File: src/rtl/wb_port_arbiter_pkg.sv
// Shared definitions for the write-back port arbiter: arbitration states,
// register-index width and the saturating wait-counter helper.
package wb_port_arbiter_pkg;

    localparam int unsigned REG_IDX_W  = 5;
    localparam int unsigned WAIT_CNT_W = 4;

    typedef enum logic [0:0] {
        LSU_PRIO = 1'b0,
        EX_FORCE = 1'b1
    } arb_state_e;

    // Increment that sticks at the limit instead of wrapping.
    function automatic logic [WAIT_CNT_W-1:0] sat_inc(
        input logic [WAIT_CNT_W-1:0] cnt,
        input logic [WAIT_CNT_W-1:0] limit
    );
        if (cnt >= limit) begin
            return limit;
        end
        return cnt + WAIT_CNT_W'(1);
    endfunction

endpackage

File: src/rtl/wb_port_arbiter.sv
// Two-requester register-file write-back arbiter: LSU normally wins conflicts,
// execute gets a forced grant after waiting MAX_WAIT cycles.
module wb_port_arbiter
    import wb_port_arbiter_pkg::*;
#(
    parameter int unsigned XLEN     = 32,
    parameter int unsigned MAX_WAIT = 4
) (
    input  logic                 i_clk,
    input  logic                 i_rst_n,

    input  logic                 i_ex_valid,
    output logic                 o_ex_ready,
    input  logic [REG_IDX_W-1:0] i_ex_rd,
    input  logic [XLEN-1:0]      i_ex_wdata,

    input  logic                 i_lsu_valid,
    output logic                 o_lsu_ready,
    input  logic [REG_IDX_W-1:0] i_lsu_rd,
    input  logic [XLEN-1:0]      i_lsu_wdata,

    output logic                 o_rf_rd_we,
    output logic [REG_IDX_W-1:0] o_rf_rd_addr,
    output logic [XLEN-1:0]      o_rf_rd_wdata,

    output logic                 o_ex_starved
);

    localparam logic [WAIT_CNT_W-1:0] WaitLimit = WAIT_CNT_W'(MAX_WAIT);

    arb_state_e              state_q, state_d;
    logic [WAIT_CNT_W-1:0]   wait_q, wait_d;

    logic                    ex_ready, lsu_ready;
    logic                    ex_accept, lsu_accept;

    logic                    rf_we_d, rf_we_q;
    logic [REG_IDX_W-1:0]    rf_addr_d, rf_addr_q;
    logic [XLEN-1:0]         rf_wdata_d, rf_wdata_q;

    // Ready is a function of the other requester's valid and the state only.
    always_comb begin
        ex_ready   = i_rst_n & (~i_lsu_valid | (state_q == EX_FORCE));
        lsu_ready  = i_rst_n & (~i_ex_valid  | (state_q == LSU_PRIO));
        ex_accept  = i_ex_valid  & ex_ready;
        lsu_accept = i_lsu_valid & lsu_ready;
    end

    always_comb begin
        wait_d = '0;
        if (i_ex_valid && !ex_accept) begin
            wait_d = sat_inc(wait_q, WaitLimit);
        end
    end

    // State register
    always_ff @(posedge i_clk or negedge i_rst_n) begin
        if (!i_rst_n) begin
            state_q <= LSU_PRIO;
            wait_q  <= '0;
        end else begin
            state_q <= state_d;
            wait_q  <= wait_d;
        end
    end

    // Next-state logic
    always_comb begin
        state_d = state_q;
        unique case (state_q)
            LSU_PRIO: begin
                if (wait_d == WaitLimit) begin
                    state_d = EX_FORCE;
                end
            end
            EX_FORCE: begin
                if (ex_accept) begin
                    state_d = LSU_PRIO;
                end
            end
            default: state_d = LSU_PRIO;
        endcase
    end

    // Output logic
    always_comb begin
        o_ex_ready   = ex_ready;
        o_lsu_ready  = lsu_ready;
        o_ex_starved = (state_q == EX_FORCE);
    end

    // Writes to x0 are consumed but never reach the register file.
    always_comb begin
        rf_we_d    = 1'b0;
        rf_addr_d  = rf_addr_q;
        rf_wdata_d = rf_wdata_q;
        if (ex_accept && (i_ex_rd != '0)) begin
            rf_we_d    = 1'b1;
            rf_addr_d  = i_ex_rd;
            rf_wdata_d = i_ex_wdata;
        end else if (lsu_accept && (i_lsu_rd != '0)) begin
            rf_we_d    = 1'b1;
            rf_addr_d  = i_lsu_rd;
            rf_wdata_d = i_lsu_wdata;
        end
    end

    always_ff @(posedge i_clk or negedge i_rst_n) begin
        if (!i_rst_n) begin
            rf_we_q    <= 1'b0;
            rf_addr_q  <= '0;
            rf_wdata_q <= '0;
        end else begin
            rf_we_q    <= rf_we_d;
            rf_addr_q  <= rf_addr_d;
            rf_wdata_q <= rf_wdata_d;
        end
    end

    assign o_rf_rd_we    = rf_we_q;
    assign o_rf_rd_addr  = rf_addr_q;
    assign o_rf_rd_wdata = rf_wdata_q;

endmodule

File: config.mk
export PLATFORM = sky130hd
export DESIGN_NAME = wb_port_arbiter
export DESIGN_NICKNAME = d
export VERILOG_FILES = /design/src/rtl/wb_port_arbiter_pkg.sv /design/src/rtl/wb_port_arbiter.sv
export SDC_FILE = /design/constraint.sdc
export NUM_CORES = 1
export LEC_CHECK = 0
export ABC_AREA = 1
export CAP_MARGIN = 20
export CELL_PAD_IN_SITES_DETAIL_PLACEMENT = 1
export CELL_PAD_IN_SITES_GLOBAL_PLACEMENT = 1
export CORE_UTILIZATION = 27
export DETAILED_ROUTE_END_ITERATION = 16
export PLACE_DENSITY_LB_ADDON = 0.08
export REMOVE_ABC_BUFFERS = 1
export SYNTH_ARGS = -nofsm -noshare
export SYNTH_HDL_FRONTEND = slang
export SYNTH_SLANG_ARGS = --single-unit
File: constraint.sdc
create_clock -name i_clk -period 1.45 [get_ports i_clk]
set_input_delay 0.145 -clock i_clk [delete_from_list [all_inputs] [get_ports i_clk]]
set_output_delay 0.145 -clock i_clk [all_outputs]
set_load 0.1 [all_outputs]
Word-level counts from Yosys, hierarchy flattened
Cells that the tools add are included.

Bits in registers: 43. Bits of input ports: 78. Output and inout port bits: 41. Word-level logic and storage cells: 38.

$add $sub $neg: 1. Magnitude comparators: 1. Equality and inequality tests: 1. Muxes and demuxes: 14. Bitwise logic cells: 9. Reductions and logical operators: 7.

Operators with widths (number): 2-to-1 mux 32 bit (2); 2-to-1 mux 4 bit (3); 2-to-1 mux 5 bit (2); nonzero test 5 bit (2); 2-to-1 mux 1 bit (6); adder 4 x 1 -> 4 bit (second input constant) (1); AND 1 bit (4); equality test 4 x 3 -> 1 bit (second input constant) (1); >= comparator 4 x 3 -> 1 bit (second input constant) (1); logical AND 1 bit (3); NOT 1 bit (3); bitwise OR 1 bit (2); one-hot mux 1 bit (2 select lines) (1); nonzero test 2 bit (1); logical NOT 1 bit (1).

Logic depth before layout (Yosys ltp)
Gate-level depths: netlist of run 1.

Depth after elaboration: 12. Gate-level depth with buffers: 11. Gate-level depth less buffers: 9.

Worst setup path before layout of run 1
OpenSTA, ideal clock, no wires.

Path kind: reg2reg. From: register state_q (netlist: o_ex_starved). To: register rf_addr_q[4] (netlist: o_rf_rd_addr[4]). Setup time: 0.120 ns. Arrival time: 2.373 ns. Required time: 1.330 ns. Slack: -1.043 ns. Stages on the path, launching flop included: 9. Buffers on the path: 1. Clock period less this slack: 2.493 ns. Cell sequence: dfrtp_1 nand2_1 and2_1 nand3_1 nand2_4 inv_4 buf_2 nand2_1 nand2_1.

Longest elaborated chain between the ends: 6. Elaborated cells on any way between the ends: 11. Those cells by class: mux: 1; bitwise: 7; reduce/logical: 3.

Ends and longest elaborated chain: start: declaration (RTL line wb_port_arbiter.sv:31) `arb_state_e state_q, state_d;`; start signal: assignment (RTL line wb_port_arbiter.sv:62) `state_q <= state_d;`; NOT 1 bit (RTL line wb_port_arbiter.sv:44) `lsu_ready = i_rst_n & (~i_ex_valid | (state_q == LSU_PRIO));`; bitwise OR 1 bit (RTL line wb_port_arbiter.sv:44); AND 1 bit (RTL line wb_port_arbiter.sv:44); named net o_lsu_ready (RTL line wb_port_arbiter.sv:18) `output logic o_lsu_ready,`; AND 1 bit (RTL line wb_port_arbiter.sv:46) `lsu_accept = i_lsu_valid & lsu_ready;`; logical AND 1 bit (RTL line wb_port_arbiter.sv:101) `end else if (lsu_accept && (i_lsu_rd != '0)) begin`; nonzero test 2 bit (no source line); end signal: assignment (RTL line wb_port_arbiter.sv:115) `rf_addr_q <= rf_addr_d;`; end: declaration (RTL line wb_port_arbiter.sv:38) `logic [REG_IDX_W-1:0] rf_addr_d, rf_addr_q;`.

The timed path passes the listed nets, and every way through them passes these cells. A chain may end at the register's enable or synchronous reset.

Worst setup path after layout of run 1
From: register state_q (netlist: o_ex_starved). To: output port o_ex_ready.

Longest elaborated chain between the ends: 2.

Ends and longest elaborated chain: bitwise OR 1 bit (RTL line wb_port_arbiter.sv:43) `ex_ready = i_rst_n & (~i_lsu_valid | (state_q == EX_FORCE));`; AND 1 bit (RTL line wb_port_arbiter.sv:43); end: declaration (RTL line wb_port_arbiter.sv:13) `output logic o_ex_ready,`.

No other way between the ends.

==> impl_metrics.yaml, run 1 <==
clock_tree:
  path_clk_slew_ns: 0.08
  tritoncts: "built"
  cts-root-buf: "clkbuf_8"
  insertion_delay_ns: 0.29
  htreeDepth: 2
  numCtsBuffers: 5
  cts_sinks: 43
  cts.path.max_buffers: 2
drt:
  ant_nets: 0
  avgViaCountPerCell: 4.45
  wl_met3_microns: 456
  first_iter_violations: 111
  wire_per_inst_microns: 13.4
  first_pass_iters: 4
  vias: 2456
  routed.top_layer: "met4"
  met1Wirelength_microns: 3210
  wl_met2_microns: 3720
  drt-total-wl_microns: 7420
  drc: 0
worst_setup_path:
  cp-end-kind: "primary output"
  critPathSlowestCell: "dfrtp_1"
  crit_family: "buffers and inverters"
  worstPathMaxFanout: 3
  arrival_ns: 1.24
  cp_cell_sequence: "inv_2 -> nand2_1 -> nand2_2 -> buf_4 -> inv_2 -> buf_12"
  cp.required_ns: 1.31
  reg2reg_depth: 10
  setup.worst_path.class: "flip-flop to primary output"
  path_buf_inv: 4
  cp.depth: 6
  rrSetupSlack_ns: 0.10
  path_common_cell: "inv_2"
  cp-start-kind: "flip-flop"
  critical-path-max-stage-delay_ns: 0.39
logic_synthesis:
  synthTopCellsByCount: "nand2_1, dfrtp_1, nand3_1"
  synth_edf_count: 0
  synth_most_common_cell: "nand2_1"
  syn_avg_cell_area_sq_um: 7.22
  synthXorXnorAreaFrac: 0
  synth_top_family_by_area: "simple AND/OR/NAND/NOR gates"
  yosys.area.top_type: "dfrtp_1"
  syn-instance-count: 317
  synth_cell_types: 23
  synth_fa_ha_area_frac: 0.00547
  synth_top_cell_area_share: 0.470
  synth-main-ff-cell: "dfrtp_1"
  yosys.area_share.simple: 0.444
  synth_compound_area_frac: 0.00438
  synthesis.area_sq_um: 2290
  synth_mux_area_frac: 0
  yosysSeqAreaShare: 0.470
  yosysWarnings: 0
  synth-seq-cells: 43
  postSynth.asyncResetShare: 1.00
  synth_area_leaders: "dfrtp_1, nand2_1, nand3_1, buf_6, buf_4"
floorplanning:
  dieHeight_microns: 94.0
  dieArea_sq_um: 8840
  top_level_ports: 119
  die_x_microns: 94.0
  core_area_sq_um: 8220
  rows: 33
  start_util: 0.278
place:
  place_hpwl_microns: 5720
  place_area_sq_um: 4040
  pre_cts_ws_ns: -0.212
  gp_congestion: 0.718
  place.port_buffers: 118
sta:
  setup_viol: 0
  skew_ns: 0.00431
  layout_setup_ws_ns: 0.0652
  hold_violations: 0
  setup_tns_ns: 0
  layout_worst_path_cycle_share: 0.955
  slew_violations: 0
  fin_crit_ns: 1.38
  max_freq_mhz: 722
pwr:
  power_density_nw_per_um2: 1940
  peakVddDrop_v: 0.000834
  leakagePower_nw: 2.12
global_routing:
  grt_max_degree: 38
  grt-ovfl-total: 0
  grt_pass1_wl_microns: 12200
  antenna_found_initial: 0
  grtUsageTotal: 0.178
  first_global_vias: 2538
finish:
  fin_util: 0.505
  drive_gt1_frac: 0.179
  area_growth_pct: 81.4
  final_cell_area_sq_um: 4150
  n_antenna_cell: 0
  nets: 525
run:
  drv_cap: 0
hold_path:
  min_path_cells: 5
  holdCritPathClass: "primary input to flip-flop"
run_status:
  status: "finished clean"
## path summary, 6_finish.rpt
| path | start | to |
|---|---|---|
| hold / removal | i_rst_n | o_ex_starved$_DFF_PN0_ |
| setup / recovery | o_ex_starved$_DFF_PN0_ | o_ex_ready |
| min in group asynchronous | i_rst_n | o_rf_rd_addr[2]$_DFFE_PN0P_ |
| max in group asynchronous | i_rst_n | o_rf_rd_wdata[3]$_DFFE_PN0P_ |
| hold reg to reg | o_rf_rd_addr[0]$_DFFE_PN0P_ | o_rf_rd_addr[0]$_DFFE_PN0P_ |
| setup reg to reg | o_ex_starved$_DFF_PN0_ | o_rf_rd_wdata[31]$_DFFE_PN0P_ |
## state kept, by name (all words and copies together), names as in the netlist
name,count
o_rf_rd_wdata,32
o_rf_rd_addr,5
wait_q,4
o_ex_starved,1
o_rf_rd_we,1
## stage by stage
step / instances / hold WS (ns) / total power, mW
after global routing: 552 / 0.430 / 8.39
final: 552 / 0.384 / 8.05
after floorplan: 299 / -0.151 / 4.98
after detailed placement: 542 / 0.231 / 7.34
after global placement: 542 / 0.224 / 7.27
after CTS: 551 / 0.372 / 8.12
## cell type report
cell class / instances / area (sq um)
clock buffer: 6 / 72.6
tap: 105 / 131
fill: 994 / 4070
multi-input combinational: 250 / 1040
clock inverter: 2 / 12.5
sequential: 43 / 1080
inverter: 6 / 27.5
timing repair buffer: 140 / 1790
## where the power goes
group          internal [mW]  leakage [nW]  switching (mW)
clock network          0.337        0.0412           0.417
registers               1.55         0.535           0.391
logic                   1.89          1.55            3.46
total                   3.78          2.12            4.27
## tightest hold or removal path: stages
cell and delay (ns):
buf_2 0.13, nand2_2 0.10, buf_4 0.13, o21ai_0 0.07, nand2_1 0.06
## metal layers
layer	vias to the layer above	GRT usage
met1	1153	0.216
li1	1233	-
met3	2	0.0364
met2	68	0.319
met4	0	0.0410
met5	-	0
## timing repair
action	4_1_cts	5_1_grt
hold buffers	1	0
endpoints found under the setup margin	0	38
setup buffers	0	1
resized for setup	0	4
endpoints found under the hold margin	43	0
## cells by family (layout without fill, tap and decap cells)
| kind of cell | count (synthesis) | after routing |
|---|---|---|
| buffers and inverters | 24 | 154 |
| adder cells (fa/ha/maj) | 1 | 1 |
| AND/OR/NAND/NOR | 246 | 246 |
| flip-flops | 43 | 43 |
| other | 1 | 1 |
| AO/OA/AOI/OAI | 2 | 2 |
## cell usage in the layout (no fill, tap or decap), drive strengths merged, types with 6 or more instances in the layout
master	synthesis	routed
nand3	38	38
clkbuf	2	6
nor2	9	9
buf	16	63
dfrtp	43	43
inv	6	6
nand2	196	196
clkdlybuf4s50	0	76
(Power assumes the default switching activity.)
==> inputs of run 2 (changes only) <==
- ABC_AREA: 1 -> default
- CORE_UTILIZATION: 27 -> 26
==> run 2 against run 1 <==
  * The run now ends with negative setup slack left
  * Power fell by 18%
  * Non-clock buffer count increased by 32
  * Count of clock-buffer cells in the layout stayed put
  * Clock power grew 25%
  * Die area is 8.1% lower
  * Largest power group unchanged
==> impl_metrics.yaml, run 2 <==
run:
  drv_cap: 0
worst_setup_path:
  critical-path-max-stage-delay_ns: 0.42
  arrival_ns: 1.73
  worstPathMaxFanout: 7
  critPathSlowestCell: "dfrtp_1"
  cp_cell_sequence: "a21boi_2 -> buf_4 -> o211a_4 -> clkbuf_16 -> nand2_1 -> a31oi_1"
  setup.worst_path.class: "flip-flop to flip-flop"
  rr_startpoint: "o_ex_starved$_DFF_PN0_"
  cp-end-kind: "flip-flop"
  cp-start-kind: "flip-flop"
  worstReg2RegEnd: "o_rf_rd_wdata[19]$_DFFE_PN0P_"
  reg2reg_depth: 6
  rrSetupSlack_ns: -0.07
  cp.required_ns: 1.66
finish:
  fillers: 752
  largest_reg_flops: 32
  final_common_cell: "clkdlybuf4s50_1"
  area_growth_pct: 141
  final_cell_mix: "clkdlybuf4s50_1, buf_12, dfrtp_1, nand2_2, nor2_1"
  seq_area_sq_um: 1080
  nets: 475
  drive_gt1_frac: 0.447
  fin_util: 0.661
  multi_input_area_sq_um: 1190
  n_antenna_cell: 0
sta:
  rsz0062_at_grt: "true"
  max_freq_mhz: 656
  setup_viol: 29
  layout_worst_path_cycle_share: 1.05
  fin_crit_ns: 1.52
  slew-limit-headroom: 0.601
  tightestPinTransition_ns: 0.598
  hold_violations: 0
  slew_violations: 0
  layout_setup_ws_ns: -0.0735
  whs_ns: 0.0357
  skew_ns: 0.00629
drt:
  routed.top_layer: "met4"
  first_iter_violations: 90
  vias: 2441
  first_pass_iters: 4
  drt-total-wl_microns: 10300
  wl_met2_microns: 5290
  ant_nets: 0
  avgViaCountPerCell: 4.93
  wire_per_inst_microns: 20.8
  drc: 0
  wl_met3_microns: 693
  met1Wirelength_microns: 4100
logic_synthesis:
  syn-instance-count: 230
  synth_edf_count: 0
  synth_top_cell_area_share: 0.533
  yosysSeqAreaShare: 0.533
  yosys.area.top_type: "dfrtp_1"
  yosysWarnings: 0
  postSynth.asyncResetShare: 1.00
  synth-main-ff-cell: "dfrtp_1"
  syn_avg_cell_area_sq_um: 8.78
  synth-seq-cells: 43
  synthesis.area_sq_um: 2020
  synth_area_leaders: "dfrtp_1, nand2_1, a31oi_1, nor2_1, buf_2"
  synth_cell_types: 25
  synthTopCellsByCount: "nand2_1, dfrtp_1, nor2_1"
  synth_most_common_cell: "nand2_1"
global_routing:
  antenna_found_initial: 0
  first_global_vias: 2631
  grt_pass1_wl_microns: 14300
  grt_max_degree: 43
  grt-ovfl-total: 0
  grtUsageTotal: 0.227
floorplanning:
  rows: 31
  top_level_ports: 119
  dieArea_sq_um: 8120
  dieHeight_microns: 90.1
  start_util: 0.274
  die_x_microns: 90.1
  core_area_sq_um: 7370
pwr:
  leakagePower_nw: 2.13
  power_density_nw_per_um2: 1350
  peakVddDrop_v: 0.000751
clock_tree:
  cts-root-buf: "clkbuf_8"
  path_clk_slew_ns: 0.09
  tritoncts: "built"
  cts.path.max_buffers: 2
  numCtsBuffers: 5
  insertion_delay_ns: 0.29
  cts_sinks: 43
  htreeDepth: 2
run_status:
  violations: "negative setup slack"
  status: "finished with violations"
place:
  place_hpwl_microns: 5220
  gp_congestion: 0.758
  place.port_buffers: 118
hold_path:
  holdCritPathClass: "primary input to async pin"
==> run 2: cell count changes after synthesis, sizes merged, moves of 3 or more <==
cell,before,now
nand3,38,3
inv,6,2
buf,16,13
o21ai,1,4
nor2,9,37
a31oi,0,33
nand2,196,72
==> run 2: power by group <==
part	internal, mW	total [mW]	leakage, nW	switching (mW)
registers	1.42	1.73	0.502	0.312
logic	1.56	3.89	1.58	2.32
clock network	0.506	0.940	0.0513	0.434
total	3.49	6.56	2.13	3.07
==> run 2: stage by stage <==
stage | cell area, sq um | worst slack (ns) | std cells | power, mW | setup TNS, ns
2_1_floorplan | 1930 | -2.25 | 217 | 3.54 | -85.61
3_5_place_dp | 3860 | -0.615 | 458 | 5.09 | -20.42
6_report | 4870 | -0.0735 | 495 | 6.56 | -0.723
4_1_cts | 4540 | -0.0593 | 491 | 6.30 | -0.558
3_3_place_gp | 3860 | -0.559 | 458 | 5.05 | -19.44
5_1_grt | 4870 | -0.140 | 495 | 6.76 | -2.37
==> run 2: area by class of cell <==
cell class              count  share of cell area
well taps                  99              0.0254
multi-input cells         172               0.244
inverters                   2             0.00205
clock inverters             1             0.00616
flip-flops and latches     43               0.221
clock buffers               6              0.0149
repair buffers            172               0.487
==> run 2: what timing repair did <==
item	CTS	global route
hold endpoints to repair	1	0
pin swaps	22	42
hold buffers	1	0
setup endpoints to repair	40	38
resized for setup	84	60
buffers inserted	18	1
cloned	8	5
==> run 2: cell families after synthesis <==
| kind of cell | Yosys count | synth area share |
|---|---|---|
| other cells | 1 | 0.00186 |
| simple gates | 121 | 0.244 |
| fa+ha+maj | 1 | 0.00619 |
| flops | 43 | 0.533 |
| compound gates | 49 | 0.166 |
| buf+inv | 15 | 0.0489 |
==> run 2: worst max-delay path, delay by kind of cell, from the launching register on <==
| family | cells | cell delay, ns |
|---|---|---|
| AO/OA/AOI/OAI | 3 | 0.62 |
| AND/OR/NAND/NOR | 1 | 0.06 |
| buffers and inverters | 2 | 0.34 |
| flip-flops | 1 | 0.42 |
==> run 2: how the worst max path moves through the flow <==
stage	from	endpoint	slack (ns)	cells past startpoint
floorplan	o_ex_starved$_DFF_PN0_	o_rf_rd_addr[2]$_DFFE_PN0P_	-2.25	4
global route	o_ex_starved$_DFF_PN0_	o_rf_rd_wdata[19]$_DFFE_PN0P_	-0.14	6
detailed placement	i_ex_rd[1]	o_rf_rd_wdata[15]$_DFFE_PN0P_	-0.61	6
global placement	i_ex_rd[1]	o_rf_rd_wdata[27]$_DFFE_PN0P_	-0.56	6
finish	o_ex_starved$_DFF_PN0_	o_rf_rd_wdata[19]$_DFFE_PN0P_	-0.07	6
CTS	o_ex_starved$_DFF_PN0_	o_rf_rd_wdata[15]$_DFFE_PN0P_	-0.06	7
==> run 2: routing by layer <==
layer / up-vias / global-route usage
li1: 1117 / -
met1: 1194 / 0.278
met2: 112 / 0.391
met3: 18 / 0.0601
met4: 0 / 0.0605
met5: - / 0
